[src/rtl/tensor_hopper_uop_tracker_pkg.sv]
// Shared types and widths for the tensor uop tracker.
// NUM_WARPS may be overridden with the `NUM_WARPS macro.
`ifndef NUM_WARPS
`define NUM_WARPS 4
`endif

package tensor_hopper_uop_tracker_pkg;

    localparam int NUM_THREADS = 4;
    localparam int XLEN        = 32;
    localparam int UUID_W      = 16;
    localparam int WID_W       = 3;
    localparam int PC_W        = 32;
    localparam int RD_W        = 5;
    localparam int PID_W       = 1;
    localparam int DATA_W      = NUM_THREADS * XLEN;

    localparam int DEF_NUM_WARPS = `NUM_WARPS;

    typedef struct packed {
        logic [UUID_W-1:0]      uuid;
        logic [WID_W-1:0]       wid;
        logic [NUM_THREADS-1:0] tmask;
        logic [PC_W-1:0]        PC;
        logic                   wb;
        logic [RD_W-1:0]        rd;
    } tensor_uop_meta_t;

    localparam int TENSOR_UOP_META_W = $bits(tensor_uop_meta_t);

    function automatic int clog2_min1(input int v);
        return (v > 1) ? $clog2(v) : 1;
    endfunction

endpackage

[src/rtl/tensor_hopper_uop_tracker_if.sv]
// Issue and commit port bundles used by the tensor uop tracker.
interface VX_execute_if;
    import tensor_hopper_uop_tracker_pkg::*;

    logic                   valid;
    logic                   ready;
    logic [UUID_W-1:0]      uuid;
    logic [WID_W-1:0]       wid;
    logic [NUM_THREADS-1:0] tmask;
    logic [PC_W-1:0]        PC;
    logic                   wb;
    logic [RD_W-1:0]        rd;

    modport master (output valid, uuid, wid, tmask, PC, wb, rd, input ready);
    modport slave  (input valid, uuid, wid, tmask, PC, wb, rd, output ready);
endinterface

interface VX_commit_if;
    import tensor_hopper_uop_tracker_pkg::*;

    logic                   valid;
    logic                   ready;
    logic [UUID_W-1:0]      uuid;
    logic [WID_W-1:0]       wid;
    logic [NUM_THREADS-1:0] tmask;
    logic [PC_W-1:0]        PC;
    logic                   wb;
    logic [RD_W-1:0]        rd;
    logic [DATA_W-1:0]      data;
    logic [PID_W-1:0]       pid;
    logic                   sop;
    logic                   eop;

    modport master (output valid, uuid, wid, tmask, PC, wb, rd, data, pid, sop, eop, input ready);
    modport slave  (input valid, uuid, wid, tmask, PC, wb, rd, data, pid, sop, eop, output ready);
endinterface

[src/rtl/tensor_hopper_uop_tracker_warp_slot.sv]
// Per-warp in-order uop queue with head latency countdown.
// Countdown is present only when TENSOR_HOPPER_LATENCY_MODEL_EN is defined.
module tensor_hopper_warp_slot
    import tensor_hopper_uop_tracker_pkg::*;
#(
    parameter int DEPTH   = 2,
    parameter int LATENCY = 8
) (
    input  logic             clk,
    input  logic             reset,
    input  logic             push_i,
    input  tensor_uop_meta_t push_data_i,
    input  logic             pop_i,
    output logic             full_o,
    output logic             eligible_o,
    output tensor_uop_meta_t head_o
);

    localparam int PTR_W  = clog2_min1(DEPTH);
    localparam int SIZE_W = $clog2(DEPTH + 1);
    localparam int CNT_W  = clog2_min1(LATENCY + 1);

    logic [TENSOR_UOP_META_W-1:0] mem_q [DEPTH];
    logic [PTR_W-1:0]  rd_ptr_q, rd_ptr_d, wr_ptr_q, wr_ptr_d;
    logic [SIZE_W-1:0] size_q, size_d;
    logic              empty;
    logic [CNT_W-1:0]  cnt_q;

    function automatic logic [PTR_W-1:0] ptr_inc(input logic [PTR_W-1:0] p);
        return (p == PTR_W'(DEPTH - 1)) ? '0 : p + 1'b1;
    endfunction

    always_comb begin
        empty    = (size_q == '0);
        full_o   = (size_q == SIZE_W'(DEPTH));
        rd_ptr_d = pop_i  ? ptr_inc(rd_ptr_q) : rd_ptr_q;
        wr_ptr_d = push_i ? ptr_inc(wr_ptr_q) : wr_ptr_q;
        size_d   = size_q;
        case ({push_i, pop_i})
            2'b10:   size_d = size_q + 1'b1;
            2'b01:   size_d = size_q - 1'b1;
            default: size_d = size_q;
        endcase
    end

    always_ff @(posedge clk) begin
        if (reset) begin
            rd_ptr_q <= '0;
            wr_ptr_q <= '0;
            size_q   <= '0;
        end else begin
            rd_ptr_q <= rd_ptr_d;
            wr_ptr_q <= wr_ptr_d;
            size_q   <= size_d;
        end
    end

    always_ff @(posedge clk) begin
        if (push_i) begin
            mem_q[wr_ptr_q] <= push_data_i;
        end
    end

`ifdef TENSOR_HOPPER_LATENCY_MODEL_EN
    logic [CNT_W-1:0] cnt_d;
    logic             load_head;

    // A new head appears on push into empty, or on a pop that leaves something behind.
    always_comb begin
        load_head = (push_i && empty) || (pop_i && ((size_q > SIZE_W'(1)) || push_i));
        cnt_d     = cnt_q;
        if (load_head) begin
            cnt_d = CNT_W'(LATENCY);
        end else if (cnt_q != '0) begin
            cnt_d = cnt_q - 1'b1;
        end
    end

    always_ff @(posedge clk) begin
        if (reset) begin
            cnt_q <= '0;
        end else begin
            cnt_q <= cnt_d;
        end
    end
`else
    assign cnt_q = '0;
`endif

    assign eligible_o = !empty && (cnt_q == '0);
    assign head_o     = tensor_uop_meta_t'(mem_q[rd_ptr_q]);

`ifndef SYNTHESIS
    a_no_pop_empty: assert property (@(posedge clk) disable iff (reset) pop_i |-> !empty);
`endif

endmodule

[src/rtl/tensor_hopper_uop_tracker.sv]
// Per-warp tensor uop tracking with round-robin commit arbitration and grant lock.
// Latency modelling is enabled by defining TENSOR_HOPPER_LATENCY_MODEL_EN.
module tensor_hopper_uop_tracker
    import tensor_hopper_uop_tracker_pkg::*;
#(
    parameter int NUM_WARPS = DEF_NUM_WARPS,
    parameter int DEPTH     = 2,
    parameter int LATENCY   = 8
) (
    input  logic         clk,
    input  logic         reset,
    VX_execute_if.slave  execute_if,
    VX_commit_if.master  commit_if,
    output logic [31:0]  perf_stall_cycles
);

    localparam int IDX_W = clog2_min1(NUM_WARPS);

    logic [NUM_WARPS-1:0] push_vec, pop_vec, full_vec, elig_vec;
    tensor_uop_meta_t     head_arr [NUM_WARPS];
    tensor_uop_meta_t     in_meta, grant_meta;
    logic [IDX_W-1:0]     rr_ptr_q, rr_ptr_d, lock_idx_q, lock_idx_d, rr_idx, grant_idx;
    logic                 lock_q, lock_d, rr_found, sel_full, exe_ready, exe_fire;
    logic                 cmt_valid, cmt_fire;
    logic [31:0]          perf_q, perf_d;
    int                   j;

    for (genvar w = 0; w < NUM_WARPS; w++) begin : g_slot
        tensor_hopper_warp_slot #(
            .DEPTH   (DEPTH),
            .LATENCY (LATENCY)
        ) u_slot (
            .clk         (clk),
            .reset       (reset),
            .push_i      (push_vec[w]),
            .push_data_i (in_meta),
            .pop_i       (pop_vec[w]),
            .full_o      (full_vec[w]),
            .eligible_o  (elig_vec[w]),
            .head_o      (head_arr[w])
        );
    end

    // An out-of-range wid is treated as full so it can never be accepted.
    always_comb begin
        in_meta.uuid  = execute_if.uuid;
        in_meta.wid   = execute_if.wid;
        in_meta.tmask = execute_if.tmask;
        in_meta.PC    = execute_if.PC;
        in_meta.wb    = execute_if.wb;
        in_meta.rd    = execute_if.rd;
        sel_full      = 1'b1;
        for (int w = 0; w < NUM_WARPS; w++) begin
            if (execute_if.wid == WID_W'(w)) begin
                sel_full = full_vec[w];
            end
        end
        exe_ready = !sel_full;
        exe_fire  = execute_if.valid && exe_ready;
        push_vec  = '0;
        for (int w = 0; w < NUM_WARPS; w++) begin
            push_vec[w] = exe_fire && (execute_if.wid == WID_W'(w));
        end
    end

    always_comb begin
        rr_idx   = rr_ptr_q;
        rr_found = 1'b0;
        j        = 0;
        for (int i = 0; i < NUM_WARPS; i++) begin
            j = int'(rr_ptr_q) + i;
            if (j >= NUM_WARPS) begin
                j = j - NUM_WARPS;
            end
            if (!rr_found && elig_vec[IDX_W'(j)]) begin
                rr_found = 1'b1;
                rr_idx   = IDX_W'(j);
            end
        end

        grant_idx  = lock_q ? lock_idx_q : rr_idx;
        cmt_valid  = lock_q || rr_found;
        cmt_fire   = cmt_valid && commit_if.ready;
        grant_meta = '0;
        pop_vec    = '0;
        for (int w = 0; w < NUM_WARPS; w++) begin
            if (grant_idx == IDX_W'(w)) begin
                grant_meta = head_arr[w];
                pop_vec[w] = cmt_fire;
            end
        end

        rr_ptr_d   = rr_ptr_q;
        lock_d     = lock_q;
        lock_idx_d = lock_idx_q;
        if (cmt_fire) begin
            rr_ptr_d = (grant_idx == IDX_W'(NUM_WARPS - 1)) ? '0 : grant_idx + 1'b1;
            lock_d   = 1'b0;
        end else if (cmt_valid) begin
            lock_d     = 1'b1;
            lock_idx_d = grant_idx;
        end

        perf_d = perf_q;
        if (execute_if.valid && !exe_ready && (perf_q != '1)) begin
            perf_d = perf_q + 1'b1;
        end
    end

    always_ff @(posedge clk) begin
        if (reset) begin
            rr_ptr_q   <= '0;
            lock_q     <= 1'b0;
            lock_idx_q <= '0;
            perf_q     <= '0;
        end else begin
            rr_ptr_q   <= rr_ptr_d;
            lock_q     <= lock_d;
            lock_idx_q <= lock_idx_d;
            perf_q     <= perf_d;
        end
    end

    assign execute_if.ready  = exe_ready;
    assign commit_if.valid   = cmt_valid;
    assign commit_if.uuid    = grant_meta.uuid;
    assign commit_if.wid     = grant_meta.wid;
    assign commit_if.tmask   = grant_meta.tmask;
    assign commit_if.PC      = grant_meta.PC;
    assign commit_if.wb      = grant_meta.wb;
    assign commit_if.rd      = grant_meta.rd;
    assign commit_if.data    = '0;
    assign commit_if.pid     = '0;
    assign commit_if.sop     = 1'b1;
    assign commit_if.eop     = 1'b1;
    assign perf_stall_cycles = perf_q;

`ifndef SYNTHESIS
    a_wid_range: assert property (@(posedge clk) disable iff (reset)
        execute_if.valid |-> (int'(execute_if.wid) < NUM_WARPS));
    a_commit_stable: assert property (@(posedge clk) disable iff (reset)
        (cmt_valid && !commit_if.ready) |=> (cmt_valid && $stable(grant_meta)));
`endif

endmodule

[src/flat_wrapper.sv]
// flat-port wrapper written by rule: the top's interface ports become plain ports
module tensor_hopper_uop_tracker_flat import tensor_hopper_uop_tracker_pkg::*;
#(
    parameter int NUM_WARPS = DEF_NUM_WARPS,
    parameter int DEPTH     = 2,
    parameter int LATENCY   = 8
)
  (clk, reset, perf_stall_cycles, execute_if_valid, execute_if_uuid, execute_if_wid, execute_if_tmask, execute_if_PC, execute_if_wb, execute_if_rd, execute_if_ready, commit_if_valid, commit_if_uuid, commit_if_wid, commit_if_tmask, commit_if_PC, commit_if_wb, commit_if_rd, commit_if_data, commit_if_pid, commit_if_sop, commit_if_eop, commit_if_ready);
  VX_execute_if execute_if_i ();
  VX_commit_if commit_if_i ();
  input  logic clk;
  input  logic reset;
  output logic [31:0] perf_stall_cycles;
  input wire logic [$bits(execute_if_i.valid)-1:0] execute_if_valid;
  input wire logic [$bits(execute_if_i.uuid)-1:0] execute_if_uuid;
  input wire logic [$bits(execute_if_i.wid)-1:0] execute_if_wid;
  input wire logic [$bits(execute_if_i.tmask)-1:0] execute_if_tmask;
  input wire logic [$bits(execute_if_i.PC)-1:0] execute_if_PC;
  input wire logic [$bits(execute_if_i.wb)-1:0] execute_if_wb;
  input wire logic [$bits(execute_if_i.rd)-1:0] execute_if_rd;
  output wire logic [$bits(execute_if_i.ready)-1:0] execute_if_ready;
  output wire logic [$bits(commit_if_i.valid)-1:0] commit_if_valid;
  output wire logic [$bits(commit_if_i.uuid)-1:0] commit_if_uuid;
  output wire logic [$bits(commit_if_i.wid)-1:0] commit_if_wid;
  output wire logic [$bits(commit_if_i.tmask)-1:0] commit_if_tmask;
  output wire logic [$bits(commit_if_i.PC)-1:0] commit_if_PC;
  output wire logic [$bits(commit_if_i.wb)-1:0] commit_if_wb;
  output wire logic [$bits(commit_if_i.rd)-1:0] commit_if_rd;
  output wire logic [$bits(commit_if_i.data)-1:0] commit_if_data;
  output wire logic [$bits(commit_if_i.pid)-1:0] commit_if_pid;
  output wire logic [$bits(commit_if_i.sop)-1:0] commit_if_sop;
  output wire logic [$bits(commit_if_i.eop)-1:0] commit_if_eop;
  input wire logic [$bits(commit_if_i.ready)-1:0] commit_if_ready;
  assign execute_if_i.valid = execute_if_valid;
  assign execute_if_i.uuid = execute_if_uuid;
  assign execute_if_i.wid = execute_if_wid;
  assign execute_if_i.tmask = execute_if_tmask;
  assign execute_if_i.PC = execute_if_PC;
  assign execute_if_i.wb = execute_if_wb;
  assign execute_if_i.rd = execute_if_rd;
  assign execute_if_ready = execute_if_i.ready;
  assign commit_if_valid = commit_if_i.valid;
  assign commit_if_uuid = commit_if_i.uuid;
  assign commit_if_wid = commit_if_i.wid;
  assign commit_if_tmask = commit_if_i.tmask;
  assign commit_if_PC = commit_if_i.PC;
  assign commit_if_wb = commit_if_i.wb;
  assign commit_if_rd = commit_if_i.rd;
  assign commit_if_data = commit_if_i.data;
  assign commit_if_pid = commit_if_i.pid;
  assign commit_if_sop = commit_if_i.sop;
  assign commit_if_eop = commit_if_i.eop;
  assign commit_if_i.ready = commit_if_ready;
  tensor_hopper_uop_tracker #(.NUM_WARPS(NUM_WARPS), .DEPTH(DEPTH), .LATENCY(LATENCY)) u_core (.clk(clk), .reset(reset), .execute_if(execute_if_i), .commit_if(commit_if_i), .perf_stall_cycles(perf_stall_cycles));
endmodule
[config.mk]
export PLATFORM = sky130hd
export DESIGN_NAME = tensor_hopper_uop_tracker_flat
export DESIGN_NICKNAME = d
export VERILOG_FILES = /design/src/rtl/tensor_hopper_uop_tracker_pkg.sv /design/src/rtl/tensor_hopper_uop_tracker_if.sv /design/src/rtl/tensor_hopper_uop_tracker_warp_slot.sv /design/src/rtl/tensor_hopper_uop_tracker.sv /design/src/flat_wrapper.sv
export SDC_FILE = /design/constraint.sdc
export NUM_CORES = 1
export LEC_CHECK = 0
export CAP_MARGIN = 10
export CORE_MARGIN = 8
export CORE_UTILIZATION = 42
export CTS_CLUSTER_DIAMETER = 60
export DETAILED_ROUTE_END_ITERATION = 8
export HOLD_SLACK_MARGIN = 0.05
export PLACE_DENSITY_LB_ADDON = 0.1
export SYNTH_ARGS = -nofsm -noshare
export SYNTH_HDL_FRONTEND = slang
export SYNTH_SLANG_ARGS = --single-unit
export TNS_END_PERCENT = 10
[constraint.sdc]
create_clock -name clk -period 8.3 [get_ports clk]
set_input_delay 1.66 -clock clk [delete_from_list [all_inputs] [get_ports clk]]
set_output_delay 1.66 -clock clk [all_outputs]
set_load 0.1 [all_outputs]
==> results.py, run 1 <==
metrics = {
    "route": {
        "wire_per_inst_microns": 21.7,
        "routed_via_density": 5.24,
        "drtPass1Iterations": 5,
        "vias": 12757,
        "routed_wl_microns": 52700,
        "drc": 0,
        "drt_iter0_drc": 682,
        "drtAntennaViolNets": 0,
    },
    "timing": {
        "finalSetupViolations": 0,
        "period_minus_slack_ps": 6940,
        "setup_slack_ps": 1360,
        "finalHoldViolations": 0,
        "worstMarginPinSlew_ps": 1180,
        "min_period_over_period_pct": 83.6,
        "slew-limit-headroom_pct": 21.3,
        "fin_skew_ps": 11.5,
        "fin_hold_ws_ps": 485,
        "max_freq_mhz": 144,
        "setup_tns_ps": 0,
        "drv_slew": 0,
        "rsz0062_at_grt": "false",
    },
    "floorplan": {
        "die_y_microns": 250,
        "die_area_sq_mm": 0.0624,
        "initial_core_util_pct": 42.6,
        "die_width_microns": 250,
        "std_cell_rows": 85,
        "io_pins": 291,
        "coreArea_sq_mm": 0.0539,
    },
    "final_layout": {
        "antenna_cells": 0,
        "area.growth.synth_to_final_pct": 15.9,
        "nets": 1768,
        "drive_above_1_share_pct": 14.8,
        "fin_area_sq_mm": 0.0266,
        "final_common_cell": "edfxtp_1",
        "mostFrequentLayoutCells": "edfxtp_1 (488), clkdlybuf4s50_1 (158), a21oi_1 (149)",
    },
    "placement": {
        "post-place-ws_ps": 1950,
        "dpl.hpwl_microns": 29600,
        "io_buffers": 159,
        "gp_congestion": 0.723,
        "dpl_cell_area_sq_mm": 0.0249,
    },
    "cts": {
        "numClockSinks": 545,
        "clock_tree.buffer_depth": 3,
        "htreeDepth": 2,
        "cts-hold-fix-buffers": 0,
        "numCtsBuffers": 58,
        "clock_latency_ps": 600,
        "cts_root_buf": "clkbuf_16",
        "postCtsSetupBuffers": 0,
        "cts_resized": 0,
        "cts_tree": "built",
        "clk_pin_slew_worst_paths_ps": 60,
    },
    "setup_path": {
        "reg2regPathDepth": 11,
        "arrival_ps": 5280,
        "crit_path_frequent_cell": "a21oi_1",
        "worstPathRequired_ps": 6640,
        "cp-end-kind": "primary output",
        "cp_slowest_stage_delay_ps": 1190,
        "path_cells": "nor4_1 > a211oi_1 > o21a_1 > o31a_1 > ha_2 > nor2b_4 > buf_12 > a221oi_1 > a21oi_1 > nor2_1 > a21oi_1 > clkdlybuf4s50_1",
        "start_kind": "flop",
        "path_class": "reg -> out",
        "crit_slowest_cell": "clkdlybuf4s50_1",
        "cp_max_fo": 31,
    },
    "global_route": {
        "track_usage_pct": 16.5,
        "grt_max_degree": 72,
        "overflow": 0,
        "grt_pass1_wl_microns": 81300,
        "grt_pass1_vias": 13532,
        "antenna_found_initial": 1,
    },
    "flow_run": {
        "drv_cap": 0,
    },
    "yosys": {
        "synth-edff-count": 488,
        "ys_warn_count": 0,
        "async_flop_share_pct": 0,
        "avgSynthCellArea_sq_um": 14.8,
        "ys_types": 56,
        "synth-seq-area-share_pct": 68.8,
        "synth_flop_cell": "edfxtp_1",
        "syn_inst": 1546,
        "yosys_register_bits": 545,
        "syn_area_sq_mm": 0.0230,
    },
    "hold_path": {
        "holdPathStages": 2,
        "hp-class": "reg -> reg",
    },
    "status": {
        "outcome": "finished clean",
    },
}
==> synthesized netlist by cell type (2+ instances only) <==
master      n  share of area (%)
edfxtp_1  488                 64
a21oi_1   149                3.2
mux2_2    133                6.5
buf_4     131                4.3
mux2i_1   123                5.4
nor2_1    111                1.8
clkbuf_1   78                1.3
a221oi_1   61                2.3
dfxtp_1    57                5.0
nand2_1    21               0.34
inv_1      17               0.28
or4_1      17               0.56
o31ai_1    16               0.52
nor4_1     14               0.38
xnor2_1    12               0.46
nor2b_1    10               0.27
o21ai_0    10               0.22
ha_1        9               0.49
or3_1       9               0.25
nand3_1     8               0.17
buf_1       7               0.11
nand4_1     6               0.16
and2_1      5               0.14
buf_2       4              0.087
nor3_1      4              0.087
o21a_1      4               0.13
xor2_1      4               0.15
buf_6       3               0.15
a211oi_1    2              0.065
conb_1      2              0.033
nand3b_1    2              0.065
nand4_2     2               0.11
nor3b_1     2              0.065
o31a_1      2              0.076
o41ai_1     2              0.076
==> registers in the layout, indices dropped and copies added (netlist names), named ones only <==
signal	count
u_core.perf_stall_cycles	32
u_core.lock_q	1
u_core.lock_idx_q	2
u_core.g_slot.u_slot.size_q	8
u_core.g_slot.u_slot.mem_q	488
u_core.g_slot.u_slot.wr_ptr_q	4
u_core.rr_ptr_q	2
u_core.g_slot.u_slot.rd_ptr_q	4
==> path summary, 6_finish.rpt <==
kind	startpoint	end	slack (ps)
setup reg to reg	u_core.g_slot[0].u_slot.size_q[1]	u_core.g_slot[2].u_slot.size_q[1]	4450
setup / recovery	u_core.g_slot[0].u_slot.size_q[1]	commit_if_rd[4]	1360
hold reg to reg	u_core.lock_idx_q[1]	u_core.lock_idx_q[1]	490
hold / removal	u_core.lock_idx_q[1]	u_core.lock_idx_q[1]	490
==> per-layer routing <==
layer	track usage, %	part of all wire, %	vias to the layer above
met5	0	0.021	-
met4	4.37	1.9	2
met3	4.01	5.4	75
met2	28.1	50	285
met1	21.0	43	6454
li1	-	-	5941
==> cell families (layout without fill, tap and decap cells) <==
group / after synthesis / count (layout) / synth area share, %
compound gates: 256 / 256 / 7.09
xor+xnor: 16 / 16 / 0.610
fa+ha+maj: 9 / 9 / 0.491
buf+inv: 240 / 304 / 6.19
flops: 545 / 545 / 68.8
mux: 256 / 256 / 11.9
other cells: 2 / 131 / 0.0327
simple gates: 222 / 222 / 4.89
==> area by class of cell <==
cell class                      count  area (sq um)
Multi-Input combinational cell    890          6320
Inverter                           17          63.8
Sequential cell                   545         15800
Clock inverter                     34           243
Timing Repair Buffer              182          1800
Tap cell                          696           871
Clock buffer                       71          1500
Fill cell                        4680         27300
==> through the flow <==
step,utilization [%],std cells
3_3_place_gp,46.1,2330
4_1_cts,49.3,2435
3_5_place_dp,46.1,2330
5_1_grt,49.3,2435
6_report,49.3,2435
2_1_floorplan,-,1675
==> critical path, delay by kind of cell, from the launching register on <==
family                   cells  cell delay, ps
adder cells (fa/ha/maj)      1             220
AND/OR/NAND/NOR              3            1350
flip-flops                   1             370
AO/OA/AOI/OAI                6            1210
buffers and inverters        2            1500
Power of run 1 is left out: the tool's default activity adds up to more than one toggle a clock period on the data nets, which glitch-free logic cannot reach.
==> run 2: changes to the inputs <==
- clock period: 8.3 -> 6.4 ns (I/O delays scaled with it)
==> results.py, run 2 (synthesized netlist as in run 1, its figures left out) <==
metrics = {
    "route": {
        "routed_via_density": 5.26,
        "drc": 0,
        "drtPass1Iterations": 5,
        "drt_iter0_drc": 706,
        "wire_per_inst_microns": 21.7,
        "vias": 12845,
        "drtAntennaViolNets": 0,
        "routed_wl_microns": 52900,
    },
    "final_layout": {
        "fin_area_sq_mm": 0.0266,
        "largest_reg_flops": 488,
        "mostFrequentLayoutCells": "edfxtp_1 (488), a21oi_1 (149), mux2_2 (133)",
        "final_common_cell": "edfxtp_1",
        "area.growth.synth_to_final_pct": 15.7,
        "top_register": "u_core.g_slot.u_slot.mem_q",
        "final_cell_count_no_fill": 2440,
        "nets": 1771,
        "nFillCells": 4654,
        "drive_above_1_share_pct": 18.9,
    },
    "cts": {
        "postCtsSetupBuffers": 0,
        "htreeDepth": 2,
        "clk_pin_slew_worst_paths_ps": 60,
        "cts_root_buf": "clkbuf_16",
        "numClockSinks": 545,
        "cts_tree": "built",
        "numCtsBuffers": 56,
        "clock_tree.buffer_depth": 3,
        "cts_resized": 0,
        "cts-hold-fix-buffers": 0,
        "clock_latency_ps": 600,
    },
    "timing": {
        "finalHoldViolations": 0,
        "worstMarginPinSlew_ps": 1150,
        "setup_slack_ps": 948,
        "max_freq_mhz": 183,
        "fin_skew_ps": 28.4,
        "drv_slew": 0,
        "period_minus_slack_ps": 5450,
        "min_period_over_period_pct": 85.2,
        "slew-limit-headroom_pct": 22.8,
        "setup_tns_ps": 0,
        "finalSetupViolations": 0,
        "rsz0062_at_grt": "false",
    },
    "placement": {
        "dpl_cell_area_sq_mm": 0.0248,
        "post-place-ws_ps": 1560,
        "gp_congestion": 0.734,
        "dpl.hpwl_microns": 30200,
        "dp_cells": 2335,
        "io_buffers": 159,
    },
    "setup_path": {
        "crit_end": "commit_if_tmask[0]",
        "start_kind": "flop",
        "r2r-end": "u_core.g_slot[1].u_slot.size_q[1]",
        "r2r_setup_slack_ps": 2690,
        "cp-end-kind": "primary output",
        "startpoint": "u_core.g_slot[1].u_slot.size_q[0]",
        "reg2regPathDepth": 11,
        "worstPathRequired_ps": 5120,
        "r2r_start": "u_core.g_slot[1].u_slot.size_q[0]",
        "cp_max_fo": 62,
        "arrival_ps": 4170,
        "path_class": "reg -> out",
    },
    "global_route": {
        "grt_max_degree": 69,
        "overflow": 0,
        "track_usage_pct": 16.5,
        "antenna_found_initial": 3,
        "grt.busiest_layer": "met2",
        "use_met2_pct": 27.6,
        "grt_pass1_vias": 13304,
        "grtUsageMet1_pct": 21.7,
        "grt_pass1_wl_microns": 81000,
        "met3_usage_pct": 3.40,
    },
    "status": {
        "outcome": "finished clean",
    },
    "floorplan": {
        "die_y_microns": 250,
        "initial_core_util_pct": 42.6,
        "std_cell_rows": 85,
        "io_pins": 291,
        "die_area_sq_mm": 0.0624,
        "die_width_microns": 250,
        "coreArea_sq_mm": 0.0539,
    },
    "hold_path": {
        "min_from": "u_core.lock_idx_q[1]",
        "hp-class": "reg -> reg",
    },
    "flow_run": {
        "drv_cap": 0,
    },
}
run 2: changes by cell type in the layout (fill, tap and decap cells not counted), moves of 4 or more:
cell             previous run  this run
clkdlybuf4s50_1           158        96
buf_4                      20        82
clkbuf_1                   13         9
buf_12                      3         8
run 2: worst min path at each step:
stage	endpoint	slack [ps]	depth (start not counted)
final	u_core.lock_idx_q[1]	480	2
after global routing	u_core.lock_idx_q[1]	520	2
after CTS	u_core.lock_idx_q[1]	480	2
after detailed placement	u_core.lock_idx_q[1]	460	2
after global placement	u_core.lock_idx_q[1]	460	2
after floorplan	u_core.lock_idx_q[1]	450	2
run 2: layout make-up:
type	instances	area, sq um	area share [%]
diodes	1	2.50	0.00942
multi-input cells	890	6320	23.8
flip-flops and latches	545	15800	59.5
well taps	696	871	3.28
clock inverters	37	303	1.14
inverters	17	63.8	0.240
repair buffers	187	1740	6.56
clock buffers	67	1460	5.51
run 2: stage by stage:
stage                     utilization [%]  hold slack, ps
final                                49.3             475
after floorplan                         -             448
after detailed placement             46.0             465
after CTS                            49.3             476
after global placement               46.0             459
after global routing                 49.3             518
run 2: routing by layer:
layer | vias to the layer above | wire [microns]
met3 | 72 | 2320
met4 | 2 | 1080
li1 | 5950 | -
met2 | 288 | 25700
met1 | 6533 | 23700
met5 | - | 9
run 2: worst max-delay path, cell delays in order (launching register included):
cell,delay (ps)
dfxtp_1,420
nor2_1,140
o31ai_1,230
a21oi_1,100
o41a_1,490
inv_1,170
ha_2,230
buf_4,770
a221oi_1,190
a21oi_1,160
nor2_1,50
a21oi_1,260
buf_4,340
Power of run 2 is left out for the same reason.
